**config.mk**
```make
export PLATFORM = sky130hd
export DESIGN_NAME = xor4_parity_rx
export DESIGN_NICKNAME = d
export VERILOG_FILES = /design/src/rtl/xor4_pkg.sv /design/src/rtl/xor4_parity_calc.sv /design/src/rtl/xor4_parity_rx.sv
export SDC_FILE = /design/constraint.sdc
export NUM_CORES = 1
export LEC_CHECK = 0
export CORE_MARGIN = 5
export CORE_UTILIZATION = 51
export DETAILED_ROUTE_END_ITERATION = 6
export HOLD_SLACK_MARGIN = 0.06
export PLACE_DENSITY = 0.77
export SYNTH_ARGS = -nofsm -noshare
export SYNTH_HDL_FRONTEND = slang
export SYNTH_SLANG_ARGS = --single-unit
```
**constraint.sdc**
```tcl
create_clock -name i_clk -period 1.54 [get_ports i_clk]
set_input_delay 0.385 -clock i_clk [delete_from_list [all_inputs] [get_ports i_clk]]
set_output_delay 0.385 -clock i_clk [all_outputs]
set_load 0.02 [all_outputs]
```
**src/rtl/xor4_pkg.sv**
```systemverilog
// Shared definitions for the 4-bit XOR parity serial path (receiver and transmitter).
package xor4_pkg;

    typedef enum logic [1:0] {
        IDLE   = 2'd0,
        DATA   = 2'd1,
        PARITY = 2'd2,
        STOP   = 2'd3
    } rx_state_e;

    localparam int unsigned FRAME_BITS = 7;
    localparam logic        START_LVL  = 1'b0;
    localparam logic        STOP_LVL   = 1'b1;

    // Parity bit for a nibble: even parity gives the plain XOR, odd parity inverts it.
    function automatic logic xor4_par(input logic [3:0] data, input logic odd);
        return data[3] ^ data[2] ^ data[1] ^ data[0] ^ odd;
    endfunction

endpackage

```
**src/rtl/xor4_parity_calc.sv**
```systemverilog
// Combinational XOR4 parity generator, shared by both ends of the serial link.
module xor4_parity_calc
    import xor4_pkg::*;
(
    input  logic [3:0] i_data,
    input  logic       i_odd,
    output logic       o_par
);

    assign o_par = xor4_par(i_data, i_odd);

endmodule

```
**src/rtl/xor4_parity_rx.sv**
```systemverilog
// Serial start/data/parity/stop frame receiver with XOR4 parity checking and a
// saturating error counter; bit timing is supplied by the external i_bit_en strobe.
module xor4_parity_rx
    import xor4_pkg::*;
#(
    parameter int DATA_W     = 4,
    parameter bit PARITY_ODD = 1'b0,
    parameter int ERRCNT_W   = 8
) (
    input  logic                i_clk,
    input  logic                i_rst,
    input  logic                i_bit_en,
    input  logic                i_rx,
    output logic [DATA_W-1:0]   o_data,
    output logic                o_valid,
    output logic                o_par_err,
    output logic                o_frm_err,
    output logic                o_busy,
    output logic [ERRCNT_W-1:0] o_err_cnt
);

    if (DATA_W != 4) begin : g_bad_data_w
        $error("xor4_parity_rx: DATA_W must be 4");
    end

    localparam logic [2:0]          LAST_IDX = 3'(DATA_W - 1);
    localparam logic [ERRCNT_W-1:0] CNT_MAX  = {ERRCNT_W{1'b1}};

    rx_state_e             state_q,   state_d;
    logic [DATA_W-1:0]     shreg_q,   shreg_d;
    logic [2:0]            bit_idx_q, bit_idx_d;
    logic                  perr_q,    perr_d;
    logic [DATA_W-1:0]     data_q,    data_d;
    logic                  valid_q,   valid_d;
    logic                  par_err_q, par_err_d;
    logic                  frm_err_q, frm_err_d;
    logic                  busy_q,    busy_d;
    logic [ERRCNT_W-1:0]   err_cnt_q, err_cnt_d;
    logic                  calc_par_s;
    logic                  err_inc_s;

    xor4_parity_calc u_calc (
        .i_data (shreg_q),
        .i_odd  (PARITY_ODD),
        .o_par  (calc_par_s)
    );

    // State and datapath registers; reset aborts any frame in flight.
    always_ff @(posedge i_clk or posedge i_rst) begin
        if (i_rst) begin
            state_q   <= IDLE;
            shreg_q   <= '0;
            bit_idx_q <= 3'd0;
            perr_q    <= 1'b0;
            data_q    <= '0;
            valid_q   <= 1'b0;
            par_err_q <= 1'b0;
            frm_err_q <= 1'b0;
            busy_q    <= 1'b0;
            err_cnt_q <= '0;
        end else begin
            state_q   <= state_d;
            shreg_q   <= shreg_d;
            bit_idx_q <= bit_idx_d;
            perr_q    <= perr_d;
            data_q    <= data_d;
            valid_q   <= valid_d;
            par_err_q <= par_err_d;
            frm_err_q <= frm_err_d;
            busy_q    <= busy_d;
            err_cnt_q <= err_cnt_d;
        end
    end

    // Next-state logic; the FSM only advances on bit-enable cycles.
    always_comb begin
        state_d = state_q;
        if (i_bit_en) begin
            case (state_q)
                IDLE: begin
                    if (i_rx == START_LVL) state_d = DATA;
                    else                   state_d = IDLE;
                end
                DATA: begin
                    if (bit_idx_q == LAST_IDX) state_d = PARITY;
                    else                       state_d = DATA;
                end
                PARITY:  state_d = STOP;
                STOP:    state_d = IDLE;
                default: state_d = IDLE;
            endcase
        end else begin
            state_d = state_q;
        end
    end

    // Datapath and output logic; valid/frame-error strobes self-clear every clock.
    always_comb begin
        shreg_d   = shreg_q;
        bit_idx_d = bit_idx_q;
        perr_d    = perr_q;
        data_d    = data_q;
        valid_d   = 1'b0;
        par_err_d = par_err_q;
        frm_err_d = 1'b0;
        err_inc_s = 1'b0;
        if (i_bit_en) begin
            case (state_q)
                IDLE: begin
                    if (i_rx == START_LVL) bit_idx_d = 3'd0;
                    else                   bit_idx_d = bit_idx_q;
                end
                DATA: begin
                    shreg_d   = {shreg_q[DATA_W-2:0], i_rx};
                    bit_idx_d = bit_idx_q + 3'd1;
                end
                PARITY: begin
                    perr_d = i_rx ^ calc_par_s;
                end
                STOP: begin
                    if (i_rx == STOP_LVL) begin
                        data_d    = shreg_q;
                        valid_d   = 1'b1;
                        par_err_d = perr_q;
                        err_inc_s = perr_q;
                    end else begin
                        frm_err_d = 1'b1;
                        err_inc_s = 1'b1;
                    end
                end
                default: begin
                    shreg_d = shreg_q;
                end
            endcase
        end else begin
            shreg_d = shreg_q;
        end

        if (err_inc_s && (err_cnt_q != CNT_MAX)) err_cnt_d = err_cnt_q + ERRCNT_W'(1);
        else                                     err_cnt_d = err_cnt_q;

        busy_d = (state_d != IDLE);
    end

    assign o_data    = data_q;
    assign o_valid   = valid_q;
    assign o_par_err = par_err_q;
    assign o_frm_err = frm_err_q;
    assign o_busy    = busy_q;
    assign o_err_cnt = err_cnt_q;

endmodule

```
; ---- Word level (Yosys, flattened, before mapping)
; Cells that the tools add are included.
; W data, S select, Z words.
[totals]
input_bits = 4
reg_bits = 26
output_inout_bits = 16
elab_cells = 45
[classes]
eq_ne = 6
reduce_logical = 8
n_bitwise = 4
muxes = 15
add_sub_neg = 2
[ops]
columns = op, count
row1 = $mux W1, 10
row2 = $add A8 B1 Y8 const B, 1
row3 = $ne A8 B8 Y1 const B, 1
row4 = $pmux W2 S4, 1
row5 = $pmux W3 S2, 1
row6 = $reduce_and A3 Y1, 2
row7 = $eq A2 B2 Y1 const B, 2
row8 = $mux W2, 2
row9 = $reduce_and A2 Y1, 2
row10 = $reduce_bool A2 Y1, 2
row11 = $xor A1 B1 Y1, 4
row12 = $add A3 B1 Y3 const B, 1
row13 = $eq A3 B2 Y1 const B, 1
row14 = $mux W3, 1
row15 = $eq A2 B1 Y1 const B, 1
row16 = $logic_not A2 Y1, 1
row17 = $ne A2 B2 Y1 const B, 1
row18 = $logic_and A1 B1 Y1, 1

; ---- Longest topological paths before layout
; Gate-level depths: netlist (run 1).
[depth]
word_depth = 5
depth_mapped = 5
depth_no_buf = 5

; ---- Cells and area by module
; Synthesis (run 1) repeated with hierarchy kept, for this count alone.
[hier_totals]
cells_unflattened = 109
hier_area_um2 = 1211.2
[by_module_without_submodules]
columns = module, cells_per_inst, seq_area_each_um2, area_per_inst_um2, n_inst
row1 = xor4_parity_rx, 106, 650.6, 1171.1, 1
row2 = xor4_parity_calc, 3, 0.0, 40.0, 1

; ---- Worst setup path after synthesis (run 1)
; No wires, ideal clock.
[synth_path]
kind = register to register
from = register err_cnt_q[0], in the netlist o_err_cnt[0]
to = register err_cnt_q[6], in the netlist o_err_cnt[6]
stages_incl_launch_ff = 6
t_arrival_ns = 1.381
slack_ns = 0.071
setup_ns = 0.088
path_cell_list = dfrtp_1 -> ha_1 -> nand3_2 -> nor3_2 -> a31oi_1 -> a41oi_1
[synth_via]
elab_chain_cells = 2
[synth_lines]
columns = element, line_no
row1 = from (decl), xor4_parity_rx.sv:38  ; logic [ERRCNT_W-1:0] err_cnt_q, err_cnt_d;
row2 = from (signal assigned), xor4_parity_rx.sv:71  ; err_cnt_q <= err_cnt_d;
row3 = "parallel branches: the longest is 2 deep, another holds $add A8 B1 Y8", -
; Several ways; the timed one is not identified.
; A chain may end at the register's enable or synchronous reset.

; ---- Final worst setup path (run 1)
[layout_path]
from = register err_cnt_q[1], in the netlist o_err_cnt[1]
to = output port o_err_cnt[1]
[layout_rtl]
columns = element, line_no
row1 = to (decl), xor4_parity_rx.sv:19  ; output logic [ERRCNT_W-1:0] o_err_cnt
; No word-level cell between the ends.

==> impl_metrics.yaml, run 1 <==
critical_path:
  critPathBufInv: 1
  cp-start-kind: "flop"
  required_ps: 1150
  critPathCaptureType: "primary output"
  rr_startpoint: "o_err_cnt[0]$_DFFE_PP0P_"
  r2r-end: "o_err_cnt[1]$_DFFE_PP0P_"
  cp_data_arrival_time_ps: 1090
  critPathMaxFanout: 4
  r2r_slack_ps: 130
  cpPeakStageDelay_ps: 430
  path_delay_family: "flip-flops"
  worstPathCellList: "dlygate4sd2_1"
  cp_slowest_cell: "dfrtp_1"
  rr_worst_depth: 4
  path_class: "flop to primary output"
die:
  die_w_um: 58.9
  core_mm2: 0.00225
  row_count: 17
  die_area_mm2: 0.00347
  die_h_um: 58.9
  initial_core_util: 0.541
  ioPinCount: 20
routing:
  vias: 893
  vias_per_cell: 5.32
  dr.pass1.iters: 4
  antenna_left: 0
  wl_per_cell_um: 13.8
  wl_um: 2320
  drt_drc_violations_left: 0
  drtIter0Drc: 13
min_path:
  hp-class: "primary input to asynchronous set/reset pin"
synth:
  synth.avg_cell_area_um2: 11.7
  ys_warn_count: 0
  synth_fp_nets: 111
  yosysSeqAreaShare: 0.534
  ys_seq_elements: 26
  synth_cells: 104
  ys_top_cells_by_area: "dfrtp_1, mux2_2, xnor2_1"
  syn-cell-area_mm2: 0.00122
  synth_top_area_share: 0.534
  synth_area_leader_cell: "dfrtp_1"
  yosysUniqueCellTypes: 36
sta:
  fin_worst_hold_slack_ps: 403
  slew_violations: 0
  fmax_mhz: 677
  skew_ps: 4.60
  slew_headroom: 0.763
  report.final.setup_viol: 0
  worstMarginPinSlew_ps: 352
  hold_viol: 0
  period_share: 0.960
  min_period_ps: 1480
  rsz0062_at_grt: "no"
global_routing:
  grtUsageTotal: 0.161
  grt_pass1_wl_um: 4250
  antenna_found_initial: 0
  grt_pass1_vias: 983
  grt_max_degree: 27
  gr-total-overflow: 0
clock_network:
  clock-sinks: 26
  clock-root-buffer: "clkbuf_4"
  clock_latency_ps: 330
  tritoncts: "built"
  clk_pin_slew_ps: 140
  hold_buffers: 0
  clockBufferDepth: 2
  cts_buffers: 3
  htreeDepth: 1
run:
  max-cap-violations: 0
pwr:
  leakage_nw: 0.805
  cellPowerDensity_mw_per_mm2: 1540
  ir_worst_vdd_v: 0.00114
final_layout:
  multi_input_area_um2: 546
  nets: 148
  final_area_mm2: 0.00159
  diodes: 0
  final_cells: 168
  n_fill_cell: 191
  syn_to_final_growth_pct: 30.6
  drive_gt1_frac: 0.264
  final-seq-area_um2: 652
place:
  dp_cells: 163
  postPlaceCellArea_mm2: 0.00154
  dp_hpwl_um: 1800
  gp_congestion: 0.739
  portBuffers: 19
run_status:
  status: "completed"
==> how the worst max path moves through the flow <==
stage | endpoint | slack [ps] | cells past startpoint | from
2_1_floorplan | o_err_cnt[6]$_DFFE_PP0P_ | 70 | 5 | o_err_cnt[0]$_DFFE_PP0P_
3_3_place_gp | o_err_cnt[1]$_DFFE_PP0P_ | -230 | 5 | i_bit_en
3_5_place_dp | o_err_cnt[5]$_DFFE_PP0P_ | -280 | 5 | i_bit_en
4_1_cts | o_err_cnt[6] | 9 | 1 | o_err_cnt[6]$_DFFE_PP0P_
5_1_grt | o_err_cnt[5] | 3 | 1 | o_err_cnt[5]$_DFFE_PP0P_
6_report | o_err_cnt[1] | 60 | 1 | o_err_cnt[1]$_DFFE_PP0P_
==> repair_timing <==
action,4_1_cts,5_1_grt
setup buffers,0,1
gates resized for setup,16,5
setup endpoints to repair,16,7
pin swaps,0,1
gates cloned,0,0
==> layout make-up <==
class / instances / area share
clock buffers: 3 / 0.0142
clock inverters: 1 / 0.0189
inverters: 5 / 0.0118
multi-input cells: 71 / 0.343
flip-flops and latches: 26 / 0.410
well taps: 28 / 0.0220
repair buffers: 34 / 0.181
==> metrics by stage <==
step	power [mW]	utilization	worst slack, ps	TNS, ps
final	2.45	0.706	62.0	0
after CTS	2.48	0.697	8.88	0
after detailed placement	2.09	0.683	-285	-4850
after global placement	2.03	0.683	-229	-3860
after global routing	2.63	0.706	3.22	0
after floorplan	1.69	-	70.6	0
==> report_power, final <==
part           switching [mW]  internal [mW]
Sequential              0.182          0.896
Combinational           0.456          0.450
Clock                   0.205          0.263
Total                   0.843           1.61
==> kinds of logic (layout without fill, tap and decap cells) <==
group / after synthesis / after routing / share of synthesized area
flops: 26 / 26 / 0.534
mux: 10 / 10 / 0.0914
compound gates: 18 / 18 / 0.0955
xor+xnor: 6 / 6 / 0.0431
fa+ha+maj: 3 / 3 / 0.0308
buf+inv: 7 / 43 / 0.0236
simple gates: 34 / 34 / 0.182
==> cell usage in the layout, fill, tap and decap left out, drive strengths merged, types with 2 or more instances in the layout <==
cell type / netlist / layout
a21oi: 2 / 2
a31oi: 2 / 2
a41oi: 2 / 2
and2b: 2 / 2
and3: 2 / 2
buf: 2 / 15
clkbuf: 0 / 3
clkdlybuf4s15: 0 / 2
clkdlybuf4s50: 0 / 2
dfrtp: 26 / 26
dlygate4sd2: 0 / 14
ha: 3 / 3
inv: 5 / 5
mux2: 9 / 9
nand2: 10 / 10
nand3: 5 / 5
nand3b: 2 / 2
nand4: 2 / 2
nor2: 5 / 5
nor2b: 2 / 2
nor3: 2 / 2
o21a: 2 / 2
o21ai: 8 / 8
xnor2: 5 / 5
==> flip-flops by register name, indices dropped and copies added, names as in the netlist <==
name	count
o_frm_err	1
o_par_err	1
bit_idx_q	3
o_data	4
o_busy	1
state_q	2
o_err_cnt	8
o_valid	1
shreg_q	4
perr_q	1
==> routing by layer <==
layer | vias to the layer above | wire length [µm] | global-route usage
li1 | 439 | - | -
met1 | 434 | 1060 | 0.192
met4 | 0 | 34 | 0.0744
met5 | - | 0 | 0
met3 | 4 | 92 | 0.0351
met2 | 16 | 1140 | 0.274
==> cell usage after synthesis, drive strengths merged <==
library cell / instances
dfrtp: 26
nand2: 10
mux2: 9
o21ai: 8
inv: 5
nand3: 5
nor2: 5
xnor2: 5
ha: 3
a21oi: 2
a31oi: 2
a41oi: 2
and2b: 2
and3: 2
buf: 2
nand3b: 2
nand4: 2
nor2b: 2
nor3: 2
o21a: 2
a211oi: 1
a32o: 1
and4: 1
mux2i: 1
nand2b: 1
xor2: 1
Power figures use the tool's default switching activity.
==> run 2: changes to the inputs <==
--- a/config.mk
+++ b/config.mk
@@ -5,11 +5,13 @@
 export SDC_FILE = /design/constraint.sdc
 export NUM_CORES = 1
 export LEC_CHECK = 0
+export CAP_MARGIN = 20
 export CORE_MARGIN = 5
-export CORE_UTILIZATION = 51
+export CORE_UTILIZATION = 54
+export CTS_BUF_LIST = sky130_fd_sc_hd__clkbuf_8
 export DETAILED_ROUTE_END_ITERATION = 6
 export HOLD_SLACK_MARGIN = 0.06
-export PLACE_DENSITY = 0.77
+export PLACE_DENSITY = 0.81
 export SYNTH_ARGS = -nofsm -noshare
 export SYNTH_HDL_FRONTEND = slang
 export SYNTH_SLANG_ARGS = --single-unit
==> impl_metrics.yaml, run 2 (synthesized netlist as in run 1, its figures left out) <==
run_status:
  status: "completed"
pwr:
  leakage_nw: 0.797
  ir_worst_vdd_v: 0.00130
  power.total_mw: 2.40
  cellPowerDensity_mw_per_mm2: 1530
global_routing:
  grtUsageTotal: 0.157
  gr-total-overflow: 0
  grt_max_degree: 27
  grt_pass1_vias: 936
  antenna_found_initial: 0
  grt_pass1_wl_um: 4130
critical_path:
  cpPeakStageDelay_ps: 420
  worstPathCellList: "dlygate4sd2_1"
  cp_slowest_cell: "dfrtp_1"
  cp-start-kind: "flop"
  cp_data_arrival_time_ps: 1050
  r2r_slack_ps: 110
  path_class: "flop to primary output"
  critPathCaptureType: "primary output"
  required_ps: 1150
  rr_startpoint: "o_err_cnt[0]$_DFFE_PP0P_"
  path_delay_family: "flip-flops"
  critPathMaxFanout: 6
  rr_worst_depth: 5
  r2r-end: "o_err_cnt[6]$_DFFE_PP0P_"
  critPathBufInv: 1
routing:
  wl_um: 2330
  drt_drc_violations_left: 0
  vias_per_cell: 5.35
  wl_per_cell_um: 14.1
  vias: 882
  drtIter0Drc: 15
  dr.pass1.iters: 5
  antenna_left: 0
final_layout:
  syn_to_final_growth_pct: 28.6
  final_common_cell: "dfrtp_1"
  final_cell_mix: "dfrtp_1, dlygate4sd2_1, buf_4"
  fin_util: 0.716
  final_cells: 165
  nets: 145
  largest_reg_flops: 8
  diodes: 0
  final_area_mm2: 0.00157
  drive_gt1_frac: 0.241
die:
  row_count: 17
  core_mm2: 0.00219
  die_area_mm2: 0.00331
  die_w_um: 57.5
  initial_core_util: 0.556
  ioPinCount: 20
  die_h_um: 57.5
run:
  max-cap-violations: 0
sta:
  min_period_ps: 1440
  slew_violations: 0
  fmax_mhz: 695
  fin_ws_ps: 101
  report.final.setup_viol: 0
  slew_headroom: 0.777
  hold_viol: 0
  skew_ps: 6.43
  worstMarginPinSlew_ps: 335
  period_share: 0.934
min_path:
  hp-class: "primary input to asynchronous set/reset pin"
place:
  gp_congestion: 0.737
  postPlaceCellArea_mm2: 0.00152
  dp_hpwl_um: 1700
  dp_cells: 161
  portBuffers: 19
  pre_cts_ws_ps: -257
clock_network:
  clock-root-buffer: "clkbuf_8"
  cts_buffers: 3
  clockBufferDepth: 2
  clk_pin_slew_ps: 90
  clock-sinks: 26
  tritoncts: "built"
  htreeDepth: 1
  clock_latency_ps: 270
## run 2: final cells by class
cell class	instances	area [µm²]
sequential	26	651
fill	162	623
multi-input combinational	71	546
timing repair buffer	31	263
clock buffer	4	55.1
tap	28	35.0
inverter	5	18.8
## run 2: per-layer routing
metal / share of wire / global-route usage / vias to the layer above
met2: 0.53 / 0.268 / 24
met4: 0.0069 / 0.0596 / 0
met5: 0 / 0 / -
met1: 0.41 / 0.198 / 426
li1: - / - / 430
met3: 0.056 / 0.0271 / 2
## run 2: how the worst max path moves through the flow
stage / start / to / slack (ps) / depth (start not counted)
floorplan: o_err_cnt[0]$_DFFE_PP0P_ / o_err_cnt[6]$_DFFE_PP0P_ / 70 / 5
global placement: i_bit_en / o_err_cnt[1]$_DFFE_PP0P_ / -200 / 5
detailed placement: i_bit_en / o_err_cnt[5]$_DFFE_PP0P_ / -260 / 5
CTS: i_bit_en / o_err_cnt[6]$_DFFE_PP0P_ / 2 / 5
global route: o_err_cnt[0]$_DFFE_PP0P_ / o_err_cnt[6]$_DFFE_PP0P_ / -30 / 5
finish: o_err_cnt[6]$_DFFE_PP0P_ / o_err_cnt[6] / 100 / 1
## run 2: timing repair
item,4_1_cts,5_1_grt
setup endpoints to repair,16,9
hold buffers,0,0
setup buffers,0,0
pin swaps,0,1
gates resized for setup,16,3
## run 2: power breakdown
part | switching [mW] | total, mW | internal, mW
Combinational | 0.432 | 0.870 | 0.438
Sequential | 0.199 | 1.10 | 0.898
Clock | 0.207 | 0.435 | 0.228
Total | 0.838 | 2.40 | 1.56
## run 2: stage by stage
stage	TNS [ps]	hold slack [ps]
2_1_floorplan	0	425
3_3_place_gp	-3450	464
3_5_place_dp	-4110	473
4_1_cts	0	477
5_1_grt	-31.7	505
6_report	0	472
